File: config.mk
export PLATFORM = sky130hd
export DESIGN_NAME = lbist_ctrl
export DESIGN_NICKNAME = d
export VERILOG_FILES = /design/src/rtl/lbist_pkg.sv /design/src/rtl/lbist_cnt.sv /design/src/rtl/lbist_ctrl.sv
export SDC_FILE = /design/constraint.sdc
export NUM_CORES = 1
export LEC_CHECK = 0
export ABC_AREA = 1
export CAP_MARGIN = 10
export CORE_MARGIN = 5
export CORE_UTILIZATION = 51
export CTS_CLUSTER_SIZE = 28
export DETAILED_ROUTE_END_ITERATION = 12
export PLACE_DENSITY = 0.85
export SETUP_SLACK_MARGIN = 0.4
export SYNTH_ARGS = -nofsm -noshare
export SYNTH_HDL_FRONTEND = slang
export SYNTH_HIERARCHICAL = 1
export SYNTH_SLANG_ARGS = --single-unit
File: constraint.sdc
create_clock -name clk -period 3.9 [get_ports clk]
set_input_delay 1.17 -clock clk [delete_from_list [all_inputs] [get_ports clk]]
set_output_delay 1.17 -clock clk [all_outputs]
set_load 0.03 [all_outputs]
File: src/rtl/lbist_pkg.sv
// Shared LBIST definitions: sequencer state encoding and small decode helpers,
// reused by the controller and by status/debug readout logic.
package lbist_pkg;

  localparam int unsigned STATE_W = 3;

  typedef enum logic [STATE_W-1:0] {
    S_IDLE    = 3'd0,
    S_INIT    = 3'd1,
    S_SHIFT   = 3'd2,
    S_CAPTURE = 3'd3,
    S_COMPARE = 3'd4,
    S_DONE    = 3'd5
  } lbist_state_e;

  // A run is in progress from INIT through COMPARE.
  function automatic logic is_busy(input lbist_state_e s);
    return (s == S_INIT) || (s == S_SHIFT) || (s == S_CAPTURE) || (s == S_COMPARE);
  endfunction

endpackage

File: src/rtl/lbist_cnt.sv
// Modulo-MOD wrap counter with synchronous clear (priority over enable)
// and a terminal-count flag that is high while the count equals MOD-1.
module lbist_cnt #(
  parameter int unsigned MOD = 4,
  parameter int unsigned W   = $clog2(MOD)
) (
  input  logic         clk,
  input  logic         rst_n,
  input  logic         clr_i,
  input  logic         en_i,
  output logic [W-1:0] cnt_o,
  output logic         tc_o
);

  localparam logic [W-1:0] LAST = W'(MOD - 1);

  logic [W-1:0] cnt_q;
  logic [W-1:0] cnt_d;

  assign tc_o  = (cnt_q == LAST);
  assign cnt_o = cnt_q;

  // Next count: clear wins, otherwise advance and wrap after the terminal value.
  always_comb begin
    cnt_d = cnt_q;
    if (clr_i) begin
      cnt_d = '0;
    end else if (en_i) begin
      cnt_d = tc_o ? '0 : cnt_q + W'(1);
    end
  end

  // Count register.
  always_ff @(posedge clk or negedge rst_n) begin
    if (!rst_n) begin
      cnt_q <= '0;
    end else begin
      cnt_q <= cnt_d;
    end
  end

endmodule

File: src/rtl/lbist_ctrl.sv
// Logic-BIST sequencer: seed -> (shift, capture) x N_PATTERNS -> unload -> compare.
// Every output is a register loaded from the next state, so nothing on the
// output side depends combinationally on start/abort/sig.
module lbist_ctrl
  import lbist_pkg::*;
#(
  parameter int unsigned     SCAN_LEN   = 64,
  parameter int unsigned     N_PATTERNS = 1024,
  parameter int unsigned     SIG_W      = 24,
  parameter logic [SIG_W-1:0] GOLDEN    = '0
) (
  input  logic                              clk,
  input  logic                              rst_n,
  input  logic                              start,
  input  logic                              abort,
  input  logic [SIG_W-1:0]                  sig,
  output logic                              tpg_clr,
  output logic                              tpg_en,
  output logic                              misr_clr,
  output logic                              misr_en,
  output logic                              scan_en,
  output logic                              capture,
  output logic                              busy,
  output logic                              done,
  output logic                              pass,
  output logic [$clog2(N_PATTERNS+1)-1:0]   pat_cnt
);

  localparam int unsigned SH_W = $clog2(SCAN_LEN);
  localparam int unsigned PC_W = $clog2(N_PATTERNS + 1);

  lbist_state_e state_q, state_d;
  logic         first_q, first_d;
  logic         pass_d;
  logic         tpg_clr_q, tpg_en_q, misr_clr_q, misr_en_q;
  logic         scan_en_q, capture_q, busy_q, done_q, pass_q;

  logic [SH_W-1:0] sh_cnt_unused;
  logic            sh_tc;
  logic [PC_W-1:0] pc_cnt;
  logic            pc_tc;
  logic            cnt_clr;

  // Both counters restart whenever a run begins or the sequencer falls back to IDLE.
  assign cnt_clr = (state_d == S_INIT) || (state_d == S_IDLE);

  lbist_cnt #(.MOD(SCAN_LEN), .W(SH_W)) u_shift_cnt (
    .clk   (clk),
    .rst_n (rst_n),
    .clr_i (cnt_clr),
    .en_i  (state_q == S_SHIFT),
    .cnt_o (sh_cnt_unused),
    .tc_o  (sh_tc)
  );

  // Pattern count spans 0..N_PATTERNS; the terminal value doubles as "all captures done"
  // and the enable is gated there so the count saturates instead of wrapping.
  lbist_cnt #(.MOD(N_PATTERNS + 1), .W(PC_W)) u_pat_cnt (
    .clk   (clk),
    .rst_n (rst_n),
    .clr_i (cnt_clr),
    .en_i  ((state_q == S_CAPTURE) && !pc_tc),
    .cnt_o (pc_cnt),
    .tc_o  (pc_tc)
  );

  // Next state, first-shift flag and pass result; abort beats every other request.
  always_comb begin
    state_d = state_q;
    unique case (state_q)
      S_IDLE:    if (start && !abort) state_d = S_INIT;
      S_INIT:    state_d = abort ? S_IDLE : S_SHIFT;
      S_SHIFT:   if (abort)      state_d = S_IDLE;
                 else if (sh_tc) state_d = pc_tc ? S_COMPARE : S_CAPTURE;
      S_CAPTURE: state_d = abort ? S_IDLE : S_SHIFT;
      S_COMPARE: state_d = abort ? S_IDLE : S_DONE;
      S_DONE:    if (abort)      state_d = S_IDLE;
                 else if (start) state_d = S_INIT;
      default:   state_d = S_IDLE;
    endcase

    // The first shift pass only loads the chains; nothing valid to compact yet.
    first_d = first_q;
    if (state_d == S_INIT) begin
      first_d = 1'b1;
    end else if ((state_q == S_SHIFT) && sh_tc) begin
      first_d = 1'b0;
    end

    pass_d = 1'b0;
    if (state_d == S_DONE) begin
      pass_d = (state_q == S_COMPARE) ? (sig == GOLDEN) : pass_q;
    end
  end

  // State register with outputs decoded from the next state.
  always_ff @(posedge clk or negedge rst_n) begin
    if (!rst_n) begin
      state_q    <= S_IDLE;
      first_q    <= 1'b0;
      tpg_clr_q  <= 1'b0;
      tpg_en_q   <= 1'b0;
      misr_clr_q <= 1'b0;
      misr_en_q  <= 1'b0;
      scan_en_q  <= 1'b0;
      capture_q  <= 1'b0;
      busy_q     <= 1'b0;
      done_q     <= 1'b0;
      pass_q     <= 1'b0;
    end else begin
      state_q    <= state_d;
      first_q    <= first_d;
      tpg_clr_q  <= (state_d == S_INIT);
      misr_clr_q <= (state_d == S_INIT);
      tpg_en_q   <= (state_d == S_SHIFT);
      scan_en_q  <= (state_d == S_SHIFT);
      misr_en_q  <= (state_d == S_SHIFT) && !first_d;
      capture_q  <= (state_d == S_CAPTURE);
      busy_q     <= is_busy(state_d);
      done_q     <= (state_d == S_DONE);
      pass_q     <= pass_d;
    end
  end

  assign tpg_clr  = tpg_clr_q;
  assign tpg_en   = tpg_en_q;
  assign misr_clr = misr_clr_q;
  assign misr_en  = misr_en_q;
  assign scan_en  = scan_en_q;
  assign capture  = capture_q;
  assign busy     = busy_q;
  assign done     = done_q;
  assign pass     = pass_q;
  assign pat_cnt  = pc_cnt;

endmodule

==> summary.md, run 1 <==
| Metric | Value |
|---|---|
| Fraction of power consumed by the clock network | 31.6% |
| Total wire length | 3770 um |
| Final Cycle Share | between 70% and 80% |
| Final hold violation count | 0 |
| Sequential Power Share | approximately 51% |
| Number of CTS-inserted buffers | 3 |
| Via total after detailed routing | approximately 1600 |
| Share of cells above drive strength 1 | between 10% and 20% |
| Root cell of the clock tree | sky130_fd_sc_hd__clkbuf_4 |
| Most common cell type on the critical path | sky130_fd_sc_hd__inv_1 |
| Number of global-route vias before repair | between 1500 and 2000 |
| Number of clock sinks | 28 |
| Standard cell core area | between 3000 and 4000 sq um |
| Logic gate share of total power | between 10% and 20% |
| I/O Pins | 48 |
| Clock insertion delay at the later pin of the skew report | around 0.33 ns |
| Min setup slack post-route | 1.05 ns |
| Worst Path Class, Setup | in -> reg |
| Slowest-stage cell, CP | sky130_fd_sc_hd__clkdlybuf4s50_1 |
| Number of diodes | 0 |
| Core Rows | 20 |
| Critical path data arrival time | approximately 3.1 ns |
| Setup bufs post-CTS | 0 |
| Power density over the cells | between 200 and 300 nW/um^2 |
| Slew HR | about 48% |
| Total of cells resized after clock tree synthesis | 0 |
| Largest voltage drop on the vdd net | between 0.00015 and 0.0002 V |
| Antenna-violating nets left | 0 |
| Fraction of power spent switching nets | 24.7% |
| Setup repair after global routing missed its margin | false |
| Fin. max-slew vios | 0 |
| Initial cell density of the core | between 50% and 60% |
| Number of nets in the finished design | between 300 and 400 |
| Synthesized net count | 264 |
| Chip height | 67.4 um |
| Tightest Hold Check Type | reg -> reg |
| Initial antenna violation count | 0 |
| Count of endpoints failing setup in the final report | 0 |
| Clock-pin slew on the worst setup and hold paths | 0.15 ns |
| Buffer and inverter count on the worst path | 4 |
| Maximum number of pins on one net before global-route repair | 29 |
| Total GRT Usage | around a fifth |
| Biggest area consumer among synthesized cells | sky130_fd_sc_hd__dfrtp_1 |
| Total Negative Setup Slacks | 0 ns |
| Internal portion of total power | 0.450 mW |
| Most common cell after layout, fill and taps aside | sky130_fd_sc_hd__nand2_1 |
| Sequential fraction of the synthesis area | between 40% and 50% |
| Area share of the largest cell type after synthesis | between 40% and 50% |
| Minimum clock period | around 2.8 ns |
| Count of different cell masters after synthesis | 26 |
| Per-cell via count in the routed design | slightly above 5 |
| Critical path endpoint category | register |
| Startpoint type of the worst setup path | primary input |
| Remaining design rule violation count | 0 |
| DRC marker count from the first detailed-route iteration | around 100 |
| Flip-flop count of the largest register after layout | 11 |
| HPWL after detailed placement | about 3000 um |
| Post-synthesis cell count | approximately 230 |
| Number of optimization iterations in the first detailed-route pass | 4 |
| Clock tree from TritonCTS | yes |
| Synth area leaders | sky130_fd_sc_hd__dfrtp_1, sky130_fd_sc_hd__nand2_1, sky130_fd_sc_hd__nor2_1 |
| Total congestion overflow after global routing | 0 |
| Cell family with the largest share of critical-path delay | simple AND/OR/NAND/NOR gates |
| Average routed wire per standard cell | approximately 12 um |
| Slew at the pin closest to its max-slew limit | between 0.7 and 0.8 ns |
| Static power due to leakage | 1.01 nW |
| Flop and latch count out of synthesis | 28 |
| Highest cell delay on the worst timing path | 0.47 ns |
| Hold buffers post-CTS | 0 |
| Required time worst endpoint | around 4.2 ns |
| CP Cell Sequence | clkdlybuf4s50_1 > inv_1 > nand4_1 > nand3_2 > nor2_1 > inv_1 > nand2_1 > nand3_1 > nand2_1 > inv_1 > nor2_1 |
| H-tree level count | 1 |
| Run status | finished clean |
| Average cell area after synthesis | a little over 7 sq um |
| Overall die area | 4550 sq um |
| Clock buffer depth | 2 |
| Overall die width | a little under 70 um |
| Wire length of the first global-routing pass | ~6500 um |
| Fmax | 0.351 GHz |
| Gpl congestion | ~0.91 |
| Area Growth Syn to Fin | 33.2% |
| Max-cap check violation count | 0 |
| Warnings from Yosys | 6 |
| Net Sw Power | 0.148 mW |
| Crit Path Max Fanout | 7 |
| Pre-CTS WS | about 0.68 ns |
| Highest-count cells in the layout ignoring fill and taps | sky130_fd_sc_hd__nand2_1, sky130_fd_sc_hd__nor2_1, sky130_fd_sc_hd__clkdlybuf4s50_1 |
| Post-route clock skew | around 0.0061 ns |
| Combined area of all synthesized cells | ~1700 sq um |
| Number of buffer cells added on primary ports | 47 |
==> cell usage after synthesis (all sizes together) <==
cell    count
o21ai      10
nor4        1
xor2        3
or2         1
inv        29
o21bai      1
nand2      56
a21o        1
buf         3
o21a        1
a21oi       2
and3        1
dfrtp      28
nand4       4
nor3        3
nand3      23
nor2       63
ha          3
==> worst reg2reg max path, stage by stage (launching register included) <==
cell,delay (ns)
sky130_fd_sc_hd__dfrtp_1,0.48
sky130_fd_sc_hd__inv_1,0.10
sky130_fd_sc_hd__ha_1,0.16
sky130_fd_sc_hd__nand3_2,0.10
sky130_fd_sc_hd__nor2_4,0.22
sky130_fd_sc_hd__nand2_1,0.10
sky130_fd_sc_hd__nand3_1,0.07
sky130_fd_sc_hd__nand2_1,0.05
sky130_fd_sc_hd__nand3_1,0.14
sky130_fd_sc_hd__inv_2,0.07
sky130_fd_sc_hd__nor2_1,0.45
sky130_fd_sc_hd__inv_1,0.19
sky130_fd_sc_hd__nand2_1,0.14
sky130_fd_sc_hd__nand3_1,0.08
sky130_fd_sc_hd__nand2_1,0.06
sky130_fd_sc_hd__inv_1,0.03
sky130_fd_sc_hd__nor2_1,0.10
==> metal layers <==
metal / track usage, % / vias up / part of all wire [%]
li1: - / 829 / -
met1: 19.3 / 757 / 41
met2: 36.0 / 56 / 52
met3: 3.66 / 4 / 6.1
met4: 9.11 / 0 / 1.4
met5: 0 / - / 0
==> path summary, 6_finish.rpt <==
path	cells after the start	endpoint	from	slack, ns
worst min-delay path	2	first_q	first_q	0.54
max in group asynchronous	2	state_q[2]	rst_n	2.45
worst max register to register	16	u_shift_cnt/cnt_o[5]	u_pat_cnt/cnt_o[0]	1.30
worst max-delay path	11	u_shift_cnt/cnt_o[5]	abort	1.05
min in group asynchronous	2	u_shift_cnt/cnt_o[1]	rst_n	1.19
worst min register to register	2	first_q	first_q	0.54
==> power by group through the flow <==
stage	Combinational (mW)	Sequential [mW]	Clock (mW)
floorplan	0.0415	0.319	0
global placement	0.102	0.310	0
detailed placement	0.103	0.311	0
CTS	0.104	0.305	0.193
global route	0.112	0.307	0.205
finish	0.103	0.305	0.189
==> final cells by class <==
class / count / area [sq um]
clock inverters: 1 / 30.0
repair buffers: 48 / 478
inverters: 29 / 109
well taps: 44 / 55.1
clock buffers: 3 / 22.5
multi-input cells: 173 / 847
flip-flops and latches: 28 / 701
fillers: 259 / 861
==> stage by stage <==
step / hold slack (ns) / util [%] / total power, mW / cell area, sq um / cells
after floorplan: 0.447 / - / 0.361 / 1680 / 233
after CTS: 0.551 / 72.3 / 0.602 / 2240 / 326
final: 0.540 / 72.3 / 0.597 / 2240 / 326
after global placement: 0.478 / 70.6 / 0.412 / 2190 / 322
after detailed placement: 0.497 / 70.6 / 0.414 / 2190 / 322
after global routing: 0.578 / 72.3 / 0.624 / 2240 / 326
==> cell families (layout without fill, tap and decap cells) <==
family | count (synthesis) | in the layout | share of synthesized area [%]
buffers and inverters | 32 | 81 | 8.03
adders and majority gates | 3 | 3 | 2.23
xor gates and xnor gates | 3 | 3 | 1.56
DFF | 28 | 28 | 41.6
and+or+nand+nor | 152 | 152 | 41.6
AOI/OAI and AO/OA | 15 | 15 | 4.91
No activity file was read; power rests on OpenSTA's default activity.
==> inputs of run 2 (changes only) <==
--- a/config.mk
+++ b/config.mk
@@ -8,10 +8,10 @@
 export ABC_AREA = 1
 export CAP_MARGIN = 10
 export CORE_MARGIN = 5
-export CORE_UTILIZATION = 51
+export CORE_UTILIZATION = 43
 export CTS_CLUSTER_SIZE = 28
 export DETAILED_ROUTE_END_ITERATION = 12
-export PLACE_DENSITY = 0.85
+export PLACE_DENSITY = 0.76
 export SETUP_SLACK_MARGIN = 0.4
 export SYNTH_ARGS = -nofsm -noshare
 export SYNTH_HDL_FRONTEND = slang
==> constraint.sdc (replaced) <==
create_clock -name clk -period 2.5 [get_ports clk]
set_input_delay 0.75 -clock clk [delete_from_list [all_inputs] [get_ports clk]]
set_output_delay 0.75 -clock clk [all_outputs]
set_load 0.03 [all_outputs]
==> summary.md, run 2 (same netlist as run 1, synthesis figures left out) <==
| Metric | Value |
|---|---|
| Per-cell via count in the routed design | 4.97 (-1.6%) |
| Fraction of power consumed by the clock network | 29.6% (-2.0 points) |
| Run status | finished clean |
| Number of global-route vias before repair | 1614 (-4.0%) |
| Core Rows | 22 (+10%) |
| Final hold violation count | 0 (unchanged) |
| Fmax | around 0.5 GHz |
| Logic gate share of total power | 20.3% (+3.0 points) |
| Average routed wire per standard cell | 11.8 um (+1.6%) |
| Slew HR | 70.8% (+22 points) |
| Buffer and inverter count on the worst path | 1 (-3) |
| Standard cell core area | 3720 sq um (+20%) |
| I/O Pins | 48 (unchanged) |
| Highest cell delay on the worst timing path | 0.67 ns (+0.20 ns) |
| Most common cell after layout, fill and taps aside | sky130_fd_sc_hd__nand2_1 |
| Critical path data arrival time | 1.29 ns (-1.83 ns) |
| Cell family with the largest share of critical-path delay | buffers and inverters |
| Total GRT Usage | 15.3% (-3.5 points) |
| DRC marker count from the first detailed-route iteration | 193 (+91%) |
| Total Negative Setup Slacks | 0 ns (unchanged) |
| Power density over the cells | 392 nW/um^2 (+47%) |
| Static power due to leakage | 1.17 nW (+16%) |
| Maximum number of pins on one net before global-route repair | 29 (unchanged) |
| Final instance count without filler cells | 344 (+5.5%) |
| CP Cell Sequence | clkdlybuf4s50_1 |
| Required time worst endpoint | 1.75 ns (-2.42 ns) |
| Area Growth Syn to Fin | 43.2% |
| GR Util met2 | 26.9% (-9.1 points) |
| Share of cells above drive strength 1 | 21.6% (+11 points) |
| Setup repair after global routing missed its margin | false |
| Minimum clock period | slightly above 2 ns |
| Placed cell count | 328 (+1.9%) |
| Met1 demand-to-capacity share in global routing | 20.3% (+0.99 points) |
| Highest-count cells in the layout ignoring fill and taps | sky130_fd_sc_hd__nand2_1, sky130_fd_sc_hd__nor2_1, sky130_fd_sc_hd__clkdlybuf4s50_1 |
| Slew at the pin closest to its max-slew limit | 0.436 ns (-0.333 ns) |
| Number of diodes | 0 (unchanged) |
| Initial cell density of the core | 45.3% (-8.9 points) |
| Worst reg-to-reg setup slack | 0.53 ns (-0.77 ns) |
| Filler cells | 308 (+19%) |
| Wire length of the first global-routing pass | 6670 um (+2.6%) |
| GR Util met3 | 1.11% (-2.6 points) |
| Number of CTS-inserted buffers | 3 (unchanged) |
| Chip height | 72.6 um (+7.6%) |
| Net Sw Power | 0.248 mW (+68%) |
| Post-route clock skew | 0.00869 ns (+0.00260 ns) |
| Remaining design rule violation count | 0 (unchanged) |
| Flip-flop count of the largest register after layout | 11 (unchanged) |
| Number of buffer cells added on primary ports | 47 (unchanged) |
| Startpoint type of the worst setup path | register |
| Max-cap check violation count | 0 (unchanged) |
| Gpl congestion | 0.819 (-9.6%) |
| Crit Path Max Fanout | 2 (-5) |
| Number of nets in the finished design | 328 (+4.5%) |
| Count of endpoints failing setup in the final report | 0 (unchanged) |
| Antenna-violating nets left | 0 (unchanged) |
| Clock tree from TritonCTS | yes |
| Slowest-stage cell, CP | sky130_fd_sc_hd__clkdlybuf4s50_1 |
| Fraction of power spent switching nets | 26.2% (+1.5 points) |
| Clock-pin slew on the worst setup and hold paths | 0.09 ns (-0.06 ns) |
| Critical path endpoint category | primary output |
| Clock buffer depth | 2 (unchanged) |
| Total wire length | 4050 um (+7.3%) |
| Root cell of the clock tree | sky130_fd_sc_hd__clkbuf_8 |
| Clock insertion delay at the later pin of the skew report | 0.27 ns (-0.06 ns) |
| Overall die width | 72.6 um (+7.6%) |
| Initial antenna violation count | 0 (unchanged) |
| Sequential Power Share | 50.1% (-1.0 points) |
| H-tree level count | 1 (unchanged) |
| Worst Path Class, Setup | reg -> out |
| Total congestion overflow after global routing | 0 (unchanged) |
| Fin. max-slew vios | 0 (unchanged) |
| Most utilized layer in the global route result | met2 |
| Via total after detailed routing | 1709 (+3.8%) |
| Internal portion of total power | 0.697 mW (+55%) |
| Number of optimization iterations in the first detailed-route pass | 5 (+1) |
| Largest voltage drop on the vdd net | 0.000200 V (+21%) |
| HPWL after detailed placement | 2970 um (-0.84%) |
| Tightest Hold Check Type | reg -> reg |
| Overall die area | 5260 sq um (+16%) |
| Final Cycle Share | about four fifths |
| Number of clock sinks | 28 (unchanged) |
-- run 2: timing repair --
action	4_1_cts	5_1_grt
pin swaps	3	8
setup endpoints to repair	21	17
gates resized for setup	12	23
setup buffers	4	8
hold buffers	0	0
-- run 2: metal layers --
metal	wire [um]	up-vias	share of wire (%)
li1	-	858	-
met1	1690	780	42
met2	2030	65	50
met3	246	6	6.1
met4	73	0	1.8
met5	0	-	0
-- run 2: area by class of cell --
cell class | instances | area, sq um | area share, %
Timing Repair Buffer | 62 | 577 | 23.9
Clock buffer | 4 | 55.1 | 2.28
Tap cell | 48 | 60.1 | 2.49
Multi-Input combinational cell | 173 | 903 | 37.5
Inverter | 29 | 109 | 4.52
Sequential cell | 28 | 706 | 29.3
-- run 2: worst paths after layout --
check                                   startpoint                    to  cells past startpoint
worst max-delay path                      misr_clr              misr_clr                      1
worst max register to register  u_pat_cnt/cnt_o[1]    u_pat_cnt/cnt_o[2]                     14
max in group asynchronous                    rst_n    u_pat_cnt/cnt_o[2]                      2
worst min-delay path                       first_q               first_q                      2
min in group asynchronous                    rst_n  u_shift_cnt/cnt_o[3]                      2
worst min register to register             first_q               first_q                      2
-- run 2: power by group through the flow --
stage          clock network (mW)  registers, mW  logic (mW)
6_report                    0.280          0.473       0.192
5_1_grt                     0.305          0.475       0.209
4_1_cts                     0.285          0.476       0.166
3_5_place_dp                    0          0.485       0.162
3_3_place_gp                    0          0.486       0.160
2_1_floorplan                   0          0.498      0.0654
-- run 2: through the flow --
stage	power [mW]	util (%)	cell area, sq um	setup WS, ns	hold WS, ns
6_report	0.945	64.8	2410	0.462	0.504
5_1_grt	0.989	64.8	2410	0.375	0.543
4_1_cts	0.928	61.7	2290	0.409	0.509
3_5_place_dp	0.647	59.7	2220	0.0545	0.488
3_3_place_gp	0.646	59.7	2220	0.123	0.474
2_1_floorplan	0.564	-	1690	0.418	0.447
